<file path="config.mk">
export PLATFORM = sky130hd
export DESIGN_NAME = nn_out_argmax
export DESIGN_NICKNAME = d
export VERILOG_FILES = /design/src/rtl/nn_pkg.sv /design/src/rtl/fp_order_key.sv /design/src/rtl/nn_out_argmax.sv
export SDC_FILE = /design/constraint.sdc
export NUM_CORES = 1
export LEC_CHECK = 0
export CAP_MARGIN = 5
export CORE_MARGIN = 5
export CORE_UTILIZATION = 46
export CTS_CLUSTER_SIZE = 25
export DETAILED_ROUTE_END_ITERATION = 10
export PLACE_DENSITY = 0.69
export SETUP_SLACK_MARGIN = 0.5
export SYNTH_ARGS = -nofsm -noshare
export SYNTH_HDL_FRONTEND = slang
export SYNTH_HIERARCHICAL = 1
export SYNTH_SLANG_ARGS = --single-unit
</file>
<file path="constraint.sdc">
create_clock -name clk -period 5.1 [get_ports clk]
set_input_delay 1.02 -clock clk [delete_from_list [all_inputs] [get_ports clk]]
set_output_delay 1.02 -clock clk [all_outputs]
set_load 0.01 [all_outputs]
</file>
<file path="src/rtl/nn_pkg.sv">
// Shared constants and types for the NN output argmax block.
// Holds float widths, ordering-key sign mask and the FSM state enum.
package nn_pkg;

  localparam int FP_W = 32;
  localparam logic [7:0] EXP_ALL1 = 8'hFF;
  localparam logic [FP_W-1:0] KEY_SIGN = 32'h8000_0000;

  localparam int VEC_LEN_DEF = 3;
  localparam int STEPS_DEF = 3;

  typedef enum logic {
    ACCUM  = 1'b0,
    REPORT = 1'b1
  } state_t;

endpackage

</file>
<file path="src/rtl/fp_order_key.sv">
// Float word to unsigned ordering key, zero/denormal flushed to +0.
// Also flags NaN patterns (exponent all ones, mantissa nonzero).
module fp_order_key
  import nn_pkg::*;
#(
  parameter int SIG_W = 23,
  parameter int EXP_W = 8
) (
  input  logic [SIG_W+EXP_W:0] word_i,
  output logic [SIG_W+EXP_W:0] key_o,
  output logic                 nan_o
);

  localparam int DW = SIG_W + EXP_W + 1;
  localparam logic [DW-1:0] SMASK = DW'(KEY_SIGN);

  logic [EXP_W-1:0] exp_w;
  logic [SIG_W-1:0] man_w;
  logic [DW-1:0]    ftz_w;

  assign exp_w = word_i[DW-2 -: EXP_W];
  assign man_w = word_i[SIG_W-1:0];

  // flush, then map sign-magnitude onto an unsigned order
  always_comb begin
    ftz_w = (exp_w == '0) ? '0 : word_i;
    key_o = ftz_w[DW-1] ? ~ftz_w : (ftz_w ^ SMASK);
  end

  assign nan_o = (exp_w == EXP_W'(EXP_ALL1)) && (man_w != '0);

endmodule

</file>
<file path="src/rtl/nn_out_argmax.sv">
// Per-vector and per-frame argmax over the NN cell output stream.
// Optional NaN flag output enabled by NN_ARGMAX_NAN_FLAG_EN.
module nn_out_argmax
  import nn_pkg::*;
#(
  parameter int inst_sig_width = 23,
  parameter int inst_exp_width = 8,
  parameter int VEC_LEN = VEC_LEN_DEF,
  parameter int STEPS = STEPS_DEF
) (
  input  logic                                 clk,
  input  logic                                 rst_n,
  input  logic                                 in_valid,
  input  logic [inst_sig_width+inst_exp_width:0] in_data,
  output logic                                 out_valid,
  output logic [2:0]                           out_idx,
  output logic [inst_sig_width+inst_exp_width:0] out_max,
  output logic                                 frame_done,
  output logic [2:0]                           frame_step
`ifdef NN_ARGMAX_NAN_FLAG_EN
  ,
  output logic                                 out_nan
`endif
);

  localparam int DW = inst_sig_width + inst_exp_width + 1;
  localparam logic [2:0] ELEM_LAST = 3'(VEC_LEN - 1);
  localparam logic [2:0] STEP_LAST = 3'(STEPS - 1);

  state_t state_q, state_d;
  logic [2:0] elem_q, elem_d;
  logic [2:0] step_q, step_d;
  logic [DW-1:0] run_max_q, run_max_d;
  logic [2:0] run_idx_q, run_idx_d;
  logic [DW-1:0] res_max_q, res_max_d;
  logic [2:0] res_idx_q, res_idx_d;
  logic res_last_q, res_last_d;
  logic [2:0] res_step_q, res_step_d;
  logic [DW-1:0] frm_key_q, frm_key_d;
  logic [2:0] frm_step_q, frm_step_d;

  logic [DW-1:0] in_key, max_key, win_key;
  logic [DW-1:0] win_max;
  logic [2:0] win_idx;
  logic last_elem, last_step, take, frm_take;

`ifdef NN_ARGMAX_NAN_FLAG_EN
  logic in_nan, max_nan;
  logic run_nan_q, run_nan_d;
  logic res_nan_q, res_nan_d;
`endif

  fp_order_key #(
    .SIG_W(inst_sig_width),
    .EXP_W(inst_exp_width)
  ) u_key_in (
    .word_i(in_data),
    .key_o (in_key),
`ifdef NN_ARGMAX_NAN_FLAG_EN
    .nan_o (in_nan)
`else
    .nan_o ()
`endif
  );

  fp_order_key #(
    .SIG_W(inst_sig_width),
    .EXP_W(inst_exp_width)
  ) u_key_max (
    .word_i(run_max_q),
    .key_o (max_key),
`ifdef NN_ARGMAX_NAN_FLAG_EN
    .nan_o (max_nan)
`else
    .nan_o ()
`endif
  );

  // running max, counters and result capture
  always_comb begin
    last_elem = (elem_q == ELEM_LAST);
    last_step = (step_q == STEP_LAST);
`ifdef NN_ARGMAX_NAN_FLAG_EN
    take = (elem_q == '0) ||
           (!in_nan && (max_nan || (in_key > max_key)));
`else
    take = (elem_q == '0) || (in_key > max_key);
`endif
    win_max = take ? in_data : run_max_q;
    win_idx = take ? elem_q : run_idx_q;
    win_key = take ? in_key : max_key;
    frm_take = (step_q == '0) || (win_key > frm_key_q);

    elem_d = elem_q;
    step_d = step_q;
    run_max_d = run_max_q;
    run_idx_d = run_idx_q;
    res_max_d = res_max_q;
    res_idx_d = res_idx_q;
    res_last_d = res_last_q;
    res_step_d = res_step_q;
    frm_key_d = frm_key_q;
    frm_step_d = frm_step_q;
`ifdef NN_ARGMAX_NAN_FLAG_EN
    run_nan_d = run_nan_q;
    res_nan_d = res_nan_q;
`endif

    if (in_valid) begin
      elem_d = last_elem ? 3'd0 : elem_q + 3'd1;
      run_max_d = win_max;
      run_idx_d = win_idx;
`ifdef NN_ARGMAX_NAN_FLAG_EN
      run_nan_d = ((elem_q == '0) ? 1'b0 : run_nan_q) | in_nan;
`endif
      if (last_elem) begin
        step_d = last_step ? 3'd0 : step_q + 3'd1;
        res_max_d = win_max;
        res_idx_d = win_idx;
        res_last_d = last_step;
        res_step_d = frm_take ? step_q : frm_step_q;
`ifdef NN_ARGMAX_NAN_FLAG_EN
        res_nan_d = run_nan_d;
`endif
        if (frm_take) begin
          frm_key_d = win_key;
          frm_step_d = step_q;
        end
      end
    end
  end

  // report FSM: next state and zero-when-idle outputs
  always_comb begin
    state_d = state_q;
    out_valid = 1'b0;
    out_idx = '0;
    out_max = '0;
    frame_done = 1'b0;
    frame_step = '0;
`ifdef NN_ARGMAX_NAN_FLAG_EN
    out_nan = 1'b0;
`endif
    unique case (state_q)
      ACCUM: begin
        if (in_valid && last_elem) state_d = REPORT;
      end
      REPORT: begin
        state_d = ACCUM;
        out_valid = 1'b1;
        out_idx = res_idx_q;
        out_max = res_max_q;
        frame_done = res_last_q;
        frame_step = res_last_q ? res_step_q : 3'd0;
`ifdef NN_ARGMAX_NAN_FLAG_EN
        out_nan = res_nan_q;
`endif
      end
      default: state_d = ACCUM;
    endcase
  end

  // state registers
  always_ff @(posedge clk or negedge rst_n) begin
    if (!rst_n) begin
      state_q <= ACCUM;
      elem_q <= '0;
      step_q <= '0;
      run_max_q <= '0;
      run_idx_q <= '0;
      res_max_q <= '0;
      res_idx_q <= '0;
      res_last_q <= 1'b0;
      res_step_q <= '0;
      frm_key_q <= '0;
      frm_step_q <= '0;
`ifdef NN_ARGMAX_NAN_FLAG_EN
      run_nan_q <= 1'b0;
      res_nan_q <= 1'b0;
`endif
    end else begin
      state_q <= state_d;
      elem_q <= elem_d;
      step_q <= step_d;
      run_max_q <= run_max_d;
      run_idx_q <= run_idx_d;
      res_max_q <= res_max_d;
      res_idx_q <= res_idx_d;
      res_last_q <= res_last_d;
      res_step_q <= res_step_d;
      frm_key_q <= frm_key_d;
      frm_step_q <= frm_step_d;
`ifdef NN_ARGMAX_NAN_FLAG_EN
      run_nan_q <= run_nan_d;
      res_nan_q <= res_nan_d;
`endif
    end
  end

endmodule

</file>
==> out/metrics.csv <==
metric;value;unit
drive_gt1_share;36.6;%
postPlaceCellArea;10700;µm²
comb_power_share;71.7;%
cts_hold_buf;0;
clk_pin_slew;0.06;ns
fp.dieArea;20800;µm²
hold_viol;0;
hp-class;register to register;
netlist_area;8290;µm²
crit_type;primary input to register;
grt_pass1_wl;41500;µm
clk_path_buf_depth;2;
relSlewSlack;15.1;%
detail_route.first_pass.iterations;5;
clock_latency;0.43;ns
ant_nets;0;
worstPathArrival;6.22;ns
drcViolationCount;0;
dp_slack;-1.46;ns
grt_pass1_vias;8005;
worst_setup_path_end_kind;register;
fin_skew;0.0102;ns
gr-total-overflow;0;
core.rowCount;49;
cts_sinks;113;
power.density;824;nW/µm²
r2r-start;run_max_q[30]$_DFFE_PN0P_;
io_pins;75;
synthCells;951;
drt_iter0_drc;640;
drv_cap;0;
worst_setup_path_start_kind;primary input;
worst_hold_path.endpoint;res_idx_q[2]$_DFFE_PN0P_;
dpl.hpwl;16900;µm
post_synth.cell_area_avg;8.71;µm²
antenna_found_initial;0;
post-place-cells;1361;
crit_path_max_fanout;11;
start_util;46.5;%
die_x;144;µm
drv_slew;0;
seqPwrFrac;16.4;%
fin_crit;5.91;ns
peakVddDrop;0.388;mV
fin_ws;-0.814;ns
internal-power;5.92;mW
syn_nets;1050;
r2r_end;res_step_q[2]$_DFFE_PN0P_;
status;finished, violations left;
tightest_slew;1.27;ns
cts_tree;built;
required;5.41;ns
cts-root-buf;clkbuf_16;
fmax;169;MHz
min_from;res_idx_q[2]$_DFFE_PN0P_;
h-tree-depth;4;
hold_slack;0.483;ns
grtUsageTotal;25.0;%
vias_per_cell;5.84;
violations;negative setup slack;
rsz0062_at_grt;yes;
portBuffers;74;
routedWlPerCell;19.7;µm
vias;8367;
nNetsFinal;1289;
ys_warn_count;6;
fin_cells;1432;
wirelength;28200;µm
grt_max_degree;68;
gp_congestion;0.853;
numCtsBuffers;17;
fp.dieH;144;µm
r2r_cells;23;
area_growth;54.5;%
fillers;1128;
fin_area;12800;µm²
whs_path_depth;2;
clockPowerShare;11.9;%
n_antenna_cell;0;
r2r_setup_slack;-0.59;ns
min_period_over_period;116;%
switching_share;43.9;%
coreArea;17800;µm²
p_leak;5.71;nW
layout_commonest_cell;buf_4;
power.switching;4.63;mW
layout_common_cells;175 x buf_4, 113 x dfrtp_1, 82 x nor2_1, 71 x inv_1, 65 x clkdlybuf4s50_1;
setup_tns;-26.76;ns
finalSetupViolCount;35;
[power by group through the flow]
stage / combinational [mW] / clock (mW) / sequential [mW]
after floorplan: 3.56 / 0 / 1.59
after CTS: 6.38 / 1.25 / 1.70
after global routing: 8.13 / 1.30 / 1.78
after global placement: 5.38 / 0 / 1.66
final: 7.57 / 1.25 / 1.73
after detailed placement: 5.52 / 0 / 1.68
[final cells by class]
type                       count  area, µm²  area share (%)
sequential                   113       2830            22.1
multi-input combinational    691       5890            46.0
inverter                      71        267            2.08
tap                          229        287            2.24
timing repair buffer         296       2930            22.9
clock buffer                  19        443            3.46
clock inverter                13        161            1.26
[flip-flops by register name, summed over array words and instances, names as in the netlist, 3 cells and up]
name and cells:
res_idx_q 3, step_q 3, res_max_q 32, elem_q 3, run_max_q 32, frm_key_q 32, res_step_q 3, run_idx_q 3
[metal layers]
layer	global-route usage (%)	part of all wire, %
met5	0	0
met4	9.08	3.5
met3	4.79	5.3
met2	39.1	48
met1	34.7	43
[critical path, stage by stage]
cell and delay (ns):
buf_6 0.09, or4_4 0.57, o21ai_4 0.22, buf_12 0.18, xnor2_4 0.14, ha_4 0.23
nand4_1 0.22, nor3_1 0.09, a2111o_1 0.49, o21a_4 0.27, buf_6 0.15, clkbuf_16 0.16
o31ai_1 0.29, buf_4 0.18, nand2_1 0.05, ha_1 0.27, nand4_1 0.17, nor4_2 0.32
buf_4 0.17, o311ai_4 0.10, a31oi_4 0.22, a21o_4 0.26, mux2_4 0.32
[repair_timing]
action / in CTS / in global routing
cloned: 8 / 8
endpoints found under the hold margin: 0 / 0
setup buffers: 11 / 12
resized for setup: 132 / 91
endpoints found under the setup margin: 77 / 70
pin swaps: 58 / 33
[per-stage QoR]
stage | utilization [%] | power, mW
after floorplan | - | 5.15
after global placement | 59.7 | 7.04
after detailed placement | 59.7 | 7.20
after CTS | 67.7 | 9.33
after global routing | 71.8 | 11.2
final | 71.8 | 10.5
[how the worst max path moves through the flow]
| stage | from | endpoint |
|---|---|---|
| after global placement | in_data[28] | frm_key_q[25]$_DFFE_PN0P_ |
| after CTS | in_data[25] | frm_key_q[5]$_DFFE_PN0P_ |
| after floorplan | in_data[28] | res_step_q[0]$_DFFE_PN0P_ |
| after detailed placement | in_data[28] | frm_key_q[5]$_DFFE_PN0P_ |
| final | in_data[27] | res_step_q[2]$_DFFE_PN0P_ |
| after global routing | in_data[27] | res_step_q[2]$_DFFE_PN0P_ |
Note: power is estimated with default switching activity, not from simulation.
==> edit, RTL diff (same flow settings) <==
Put a register stage on the output `out_max`, without a reset. The value now appears one clock later. The other outputs are not delayed to match.
--- a/src/rtl/nn_out_argmax.sv
+++ b/src/rtl/nn_out_argmax.sv
@@ -27,6 +27,8 @@
   localparam logic [2:0] ELEM_LAST = 3'(VEC_LEN - 1);
   localparam logic [2:0] STEP_LAST = 3'(STEPS - 1);
 
+  logic [inst_sig_width+inst_exp_width:0] out_max_d;
+
   state_t state_q, state_d;
   logic [2:0] elem_q, elem_d;
   logic [2:0] step_q, step_d;
@@ -135,7 +137,7 @@
     state_d = state_q;
     out_valid = 1'b0;
     out_idx = '0;
-    out_max = '0;
+    out_max_d = '0;
     frame_done = 1'b0;
     frame_step = '0;
 `ifdef NN_ARGMAX_NAN_FLAG_EN
@@ -149,7 +151,7 @@
         state_d = ACCUM;
         out_valid = 1'b1;
         out_idx = res_idx_q;
-        out_max = res_max_q;
+        out_max_d = res_max_q;
         frame_done = res_last_q;
         frame_step = res_last_q ? res_step_q : 3'd0;
 `ifdef NN_ARGMAX_NAN_FLAG_EN
@@ -197,5 +199,9 @@
     end
   end
 
+  always_ff @(posedge clk) begin
+    out_max <= out_max_d;
+  end
+
 endmodule
 
Behaviour: not the same (a bounded check fails within 4 cycles, from zero or initial values and one cycle with rst_n low).
==> edit against the unedited design <==
Sequential cell count rose by 32; first-iteration DRC count up 16%; setup slack got worse by 0.11 ns; synthesized cell count is 3.3% higher; design area increased by 3.8%; final cell count increased by 1.9%; clock skew is 0.00099 ns higher; critical path type unchanged; critical endpoint is now frm_key_q[23]; area after synthesis up 6.9%; highest routed layer unchanged; total power is 1.0% higher; the run still ends with negative setup slack left; critical path depth rose by 1; wire length is 9.2% higher.
==> edit: results (changes against the unedited design) <==
P_leak=0.00577 uW (+1.1%); Setup TNS=-28.55 ns (-1.79 ns); failing checks=negative setup slack; combinational share of power=69.4% (-2.3 points); gr usage total=24.5% (-0.47 points); GPL Wtd Cong=0.910 (+6.7%); maximum VDD drop=0.418 mV (+7.8%); Power Total=10,700 uW (+1.0%); worst setup path start=in_data[24]; relative slew slack=43.5% (+28 points); WP data arrival=6.35 ns (+0.13 ns); CP max FO=19 (+8); Starting DRT DRC Count=740 (+16%); largest net degree at the start of global routing=70 (+2.9%); DR WL/cell=21.1 microns (+7.2%); Net Sw Power=4820 uW (+4.1%); FF-to-FF setup slack=-0.72 ns (-0.13 ns); share of layout cells above drive strength 1=33.9% (-2.6 points); via/cell ratio=5.99 (+2.5%); syn_nets=1,081 (+3.0%); Seq. pwr=1990 uW (+15%); Max Cap Viol=0 (unchanged); First-pass DRT Iterations=7 (+2); setup slack after layout=-0.925 ns (-0.111 ns); DP Area=0.0110 sq mm (+3.1%); DP Wirelength=17,300 microns (+2.1%); outcome=finished, violations left; first-pass GRT wire length=43,700 microns (+5.4%); RR Endpoint=frm_key_q[21]; CP endpoint=frm_key_q[23]; skew final=0.0112 ns (+0.000995 ns); NumNets Final=1,285 (-0.31%); Resized cells post-CTS=115 (-13%); post-CTS setup buffers=17 (+6); number of global-route vias before repair=8,167 (+2.0%); Final setup viols=35 (unchanged)
## edit: layout make-up
type	count	area, sq um	area share [%]
flip-flops and latches	145	3470	26.1
clock inverters	14	146	1.10
repair buffers	259	2620	19.7
multi-input cells	696	6040	45.5
clock buffers	18	429	3.23
well taps	260	325	2.45
inverters	67	251	1.89
## edit: through the flow
step,setup slack [ns],std cells,hold slack [ns]
6_report,-0.925,1459,0.481
5_1_grt,-1.03,1459,0.497
4_1_cts,-0.665,1431,0.482
3_5_place_dp,-1.72,1371,0.463
3_3_place_gp,-1.59,1371,0.460
2_1_floorplan,-0.640,982,0.442
## edit: worst max-delay path, stage by stage
cell,delay (ns)
buf_2,0.13
or4_4,0.56
o21ai_4,0.20
buf_6,0.16
xnor2_1,0.09
ha_1,0.34
nand4_1,0.27
nor4_4,0.37
and3_4,0.28
a41oi_4,0.09
buf_12,0.21
buf_16,0.13
or4_4,0.54
nand2_2,0.12
ha_4,0.21
nand4_1,0.15
buf_4,0.15
nor4_4,0.03
buf_4,0.16
buf_4,0.13
a21oi_2,0.17
buf_4,0.37
a211oi_2,0.14
a31oi_2,0.28
## edit: how the worst min path moves through the flow
stage	from	endpoint	slack (ns)	depth (start not counted)
global placement	res_max_q[23]	out_max[23]	0.46	1
CTS	res_max_q[9]	out_max[9]	0.48	1
global route	res_max_q[20]	out_max[20]	0.50	1
finish	res_max_q[8]	out_max[8]	0.48	1
detailed placement	res_max_q[22]	out_max[22]	0.46	1
floorplan	res_idx_q[0]	res_idx_q[0]	0.44	2
## edit: layer usage
layer  vias to the layer above  wire (microns)  global-route usage (%)
li1                       3919               -                       -
met3                       110            1940                    3.59
met4                         0            1260                    6.82
met5                         -               0                       0
met2                       430           14900                    40.5
met1                      4281           12800                    33.9
